$ cat src/rtl/alu_arbiter.sv
// Round-robin arbiter and sequencer sharing one combinational ALU
// between two requesters, with per-requester response registers.
module alu_arbiter #(
    parameter int TAG_W = 4
) (
    input  logic             clk,
    input  logic             rst_n,
    input  logic [1:0]       req_valid,
    output logic [1:0]       req_ready,
    input  logic [31:0]      req0_a,
    input  logic [31:0]      req1_a,
    input  logic [31:0]      req0_b,
    input  logic [31:0]      req1_b,
    input  logic [3:0]       req0_op,
    input  logic [3:0]       req1_op,
    input  logic [TAG_W-1:0] req0_tag,
    input  logic [TAG_W-1:0] req1_tag,
    output logic [31:0]      alu_a,
    output logic [31:0]      alu_b,
    output logic [3:0]       alu_ctrl,
    input  logic [31:0]      alu_result,
    output logic [1:0]       rsp_valid,
    input  logic [1:0]       rsp_ready,
    output logic [31:0]      rsp0_result,
    output logic [31:0]      rsp1_result,
    output logic [TAG_W-1:0] rsp0_tag,
    output logic [TAG_W-1:0] rsp1_tag,
    output logic             busy
);

    typedef struct packed {
        logic [31:0]      a;
        logic [31:0]      b;
        logic [3:0]       op;
        logic [TAG_W-1:0] tag;
        logic             id;
    } iss_t;

    logic             cand;
    logic             drain;
    logic             accept;
    logic             last_grant;
    logic             iss_v;
    iss_t             iss;
    iss_t             nxt;
    logic [1:0]       rsp_v;
    logic [31:0]      rsp_res [2];
    logic [TAG_W-1:0] rsp_tg  [2];

    // A lone requester always wins; on conflict the one not granted last wins.
    always_comb begin
        cand = ~last_grant;
        unique case (1'b1)
            (req_valid == 2'b01): cand = 1'b0;
            (req_valid == 2'b10): cand = 1'b1;
            default:              cand = ~last_grant;
        endcase
    end

    always_comb begin
        if (cand) begin
            nxt = '{a: req1_a, b: req1_b, op: req1_op,
                    tag: req1_tag, id: 1'b1};
        end else begin
            nxt = '{a: req0_a, b: req0_b, op: req0_op,
                    tag: req0_tag, id: 1'b0};
        end
    end

    assign drain = iss_v
                 & (~rsp_v[iss.id] | rsp_ready[iss.id]);

    assign req_ready = (rst_n & (~iss_v | drain))
                     ? (cand ? 2'b10 : 2'b01)
                     : 2'b00;

    assign accept = |(req_valid & req_ready);

    always_ff @(posedge clk or negedge rst_n) begin
        if (!rst_n) begin
            iss_v      <= 1'b0;
            iss        <= '0;
            last_grant <= 1'b1;
        end else if (accept) begin
            iss_v      <= 1'b1;
            iss        <= nxt;
            last_grant <= cand;
        end else if (drain) begin
            iss_v      <= 1'b0;
        end
    end

    // A drain into a slot wins over its consume, so the slot stays full.
    always_ff @(posedge clk or negedge rst_n) begin
        if (!rst_n) begin
            rsp_v      <= 2'b00;
            rsp_res[0] <= '0;
            rsp_res[1] <= '0;
            rsp_tg[0]  <= '0;
            rsp_tg[1]  <= '0;
        end else begin
            for (int i = 0; i < 2; i++) begin
                if (drain && iss.id == 1'(i)) begin
                    rsp_v[i]   <= 1'b1;
                    rsp_res[i] <= alu_result;
                    rsp_tg[i]  <= iss.tag;
                end else if (rsp_ready[i]) begin
                    rsp_v[i]   <= 1'b0;
                end
            end
        end
    end

    assign alu_a       = iss.a;
    assign alu_b       = iss.b;
    assign alu_ctrl    = iss.op;
    assign rsp_valid   = rsp_v;
    assign rsp0_result = rsp_res[0];
    assign rsp1_result = rsp_res[1];
    assign rsp0_tag    = rsp_tg[0];
    assign rsp1_tag    = rsp_tg[1];
    assign busy        = iss_v | rsp_v[0] | rsp_v[1];

endmodule

$ cat config.mk
export PLATFORM = sky130hd
export DESIGN_NAME = alu_arbiter
export DESIGN_NICKNAME = d
export VERILOG_FILES = /design/src/rtl/alu_arbiter.sv
export SDC_FILE = /design/constraint.sdc
export NUM_CORES = 1
export LEC_CHECK = 0
export ABC_AREA = 1
export CAP_MARGIN = 10
export CORE_ASPECT_RATIO = 0.75
export CORE_MARGIN = 8
export CORE_UTILIZATION = 45
export DETAILED_ROUTE_END_ITERATION = 10
export PLACE_DENSITY = 0.91
export SYNTH_ARGS = -nofsm -noshare
export SYNTH_HDL_FRONTEND = slang
export SYNTH_SLANG_ARGS = --single-unit
$ cat constraint.sdc
create_clock -name clk -period 2.8 [get_ports clk]
set_input_delay 0.42 -clock clk [delete_from_list [all_inputs] [get_ports clk]]
set_output_delay 0.42 -clock clk [all_outputs]
set_load 0.05 [all_outputs]
==> impl_metrics.py <==
metrics = {
    "power_and_ir_drop": {
        "power_frac_clock": 0.156,
        "switching_share": 0.497,
        "internal_power_w": 0.00691,
        "power.leakage_nw": 5.29,
        "ir_drop_v": 0.000574,
        "power_w": 0.0138,
        "p_seq_frac": 0.274,
        "power.net_switching_w": 0.00684,
        "p_comb_frac": 0.570,
        "power_density_nw_per_um2": 1290,
    },
    "clock_tree": {
        "clk_pin_slew_worst_paths_ps": 60,
        "cts_buffer_depth": 2,
        "clk_latency_ps": 410,
        "cts_buffers": 17,
        "ctsResizeCount": 0,
        "cts_max_level": 4,
        "clock_sinks": 149,
        "cts_tree": "done",
        "cts_hold_buf": 0,
        "cts-root-buf": "clkbuf_16",
        "cts_setup_buffers": 0,
    },
    "synthesis": {
        "yosysWarnings": 0,
        "seq_area_frac_synth": 0.516,
        "synth_top_area_frac": 0.513,
        "synthMostInstantiatedCell": "nand2_1",
        "synthesis.area_um2": 7220,
        "synth_edf_count": 0,
        "ys_ff_latch": 149,
        "synth_fp_nets": 1094,
        "synth_area_leader_cell": "dfrtp_1",
        "synthArstFlopShare": 1.00,
        "synth_cells": 911,
        "synth_area_leaders": "dfrtp_1, nand2_1, buf_4",
        "synth_top_cells_by_count": "nand2_1, dfrtp_1, buf_4, nand3_1, o21ai_0",
        "synth_ff_type": "dfrtp_1",
        "synth_cell_types": 18,
        "syn_avg_cell_area_um2": 7.93,
    },
    "global_route": {
        "grt_pass1_wl_um": 36400,
        "track_usage": 0.223,
        "grt_pass1_vias": 6843,
        "antenna_found_initial": 0,
        "grtUsageMet1": 0.252,
        "grt_max_degree": 68,
        "busiest_layer": "met2",
        "met3_usage": 0.0872,
        "overflow": 0,
        "grtUsageMet2": 0.382,
    },
    "sta": {
        "setup_slack_ps": 245,
        "fin_setup_tns_ps": 0,
        "clock-skew-final_ps": 10.8,
        "min_period_over_period": 0.912,
        "setup_violations": 0,
        "slew_headroom": 0.484,
        "fmax_ghz": 0.391,
        "period_needed_ps": 2550,
        "tightestPinTransition_ps": 775,
        "finalMaxSlewViolations": 0,
        "rsz0062_at_grt": "false",
        "hold_viol": 0,
    },
    "place": {
        "place_worst_setup_slack_ps": 146,
        "hpwl_um": 17600,
        "io_buffers": 326,
        "gp_congestion": 0.834,
        "placed_cells": 1341,
    },
    "floorplan": {
        "die_h_um": 126,
        "die-area_um2": 20400,
        "core_um2": 15900,
        "fp-row-count": 40,
        "fp.dieW_um": 162,
        "ios": 327,
        "start_util": 0.455,
    },
    "worst_setup_path": {
        "crit_required_ps": 2380,
        "cp_top_family": "buffers and inverters",
        "cp_slowest_cell": "clkdlybuf4s50_1",
        "worst-path-buf-inv": 4,
        "critPathArrivalTime_ps": 2130,
        "cp_max_fo": 4,
        "worstSetupPathType": "in -> out",
        "worstSetupEndpointType": "primary output",
        "slowest_delay_ps": 520,
        "critPathLaunchType": "input pin",
        "crit_path_cell_trace": "clkdlybuf4s50_1, inv_1, ha_1, o21ai_4, inv_2, nor2_1, buf_12",
    },
    "cells_and_area": {
        "drive_above_1_share": 0.0499,
        "area_growth_syn_to_layout_pct": 47.8,
        "fin_cells": 1372,
        "num_antenna_cells": 0,
        "fin_nets": 1333,
        "fin_util": 0.673,
    },
    "routing": {
        "viasPerCell": 4.87,
        "drcViolationCount": 0,
        "wl_per_cell_um": 16.9,
        "antenna_left": 0,
        "first_iter_violations": 609,
        "vias": 6681,
        "drt-pass1-iter-count": 5,
        "drt-total-wl_um": 23300,
    },
    "flow_run": {
        "cap_violations": 0,
    },
    "outcome": {
        "status": "finished, final reports clean",
    },
    "min_path": {
        "hold_path.class": "in -> async",
    },
}
routing by layer:
| metal | vias up | part of all wire |
|---|---|---|
| li1 | 3230 | - |
| met1 | 3136 | 0.39 |
| met2 | 289 | 0.50 |
| met3 | 26 | 0.096 |
| met4 | 0 | 0.016 |
| met5 | - | 0 |
registers in the layout, indices dropped and copies added (netlist names):
signal,cells
alu_a,32
alu_b,32
rsp0_result,32
rsp1_result,32
iss,5
alu_ctrl,4
rsp0_tag,4
rsp1_tag,4
rsp_valid,2
iss_v,1
last_grant,1
cells in the final DEF (no fill, tap or decap), drive strengths merged:
cell           count
buf               18
bufinv             1
clkbuf            19
clkdlybuf4s50    323
clkinv             3
clkinvlp           2
dfrtp            148
dfstp              1
ha                 1
inv               47
nand2            445
nand3             76
nand4              2
nor2               2
o21ai             73
or3                1
power by group through the flow:
stage | Sequential (W) | Clock, W | Combinational [W]
2_1_floorplan | 0.00530 | 0 | 0.00405
6_report | 0.00377 | 0.00215 | 0.00784
5_1_grt | 0.00387 | 0.00230 | 0.00829
4_1_cts | 0.00376 | 0.00220 | 0.00793
3_5_place_dp | 0.00376 | 0 | 0.00791
3_3_place_gp | 0.00373 | 0 | 0.00774
logic make-up (layout without fill, tap and decap cells):
kind of cell,after synthesis,after routing,share of synthesized area
compound gates,73,73,0.0511
buf+inv,162,413,0.137
flops,149,149,0.516
fa+ha+maj,1,1,0.00173
simple gates,526,526,0.294
path summary, 6_finish.rpt:
| path | from | to | slack, ps | cells past startpoint |
|---|---|---|---|---|
| max in group asynchronous | rst_n | alu_b[26] | 2020 | 2 |
| min in group clk | rst_n | iss[0] | 410 | 3 |
| hold reg to reg | last_grant | last_grant | 470 | 2 |
| setup reg to reg | rsp_valid[0] | rsp0_result[10] | 1030 | 4 |
| hold / removal | rst_n | rsp1_result[7] | 170 | 2 |
| setup / recovery | req_valid[0] | req_ready[0] | 250 | 7 |
metrics by stage:
stage | hold WS, ps | area (um^2)
3_3_place_gp | 456 | 10100
6_report | 170 | 10700
5_1_grt | 198 | 10700
4_1_cts | 164 | 10700
3_5_place_dp | 456 | 10100
2_1_floorplan | 124 | 7220
final cells by class:
type | count | area, um^2
repair buffers | 341 | 3450
clock buffers | 19 | 443
well taps | 210 | 263
multi-input cells | 600 | 2520
inverters | 41 | 154
flip-flops and latches | 149 | 3730
fillers | 1254 | 5190
clock inverters | 12 | 116
(Power assumes the default switching activity.)
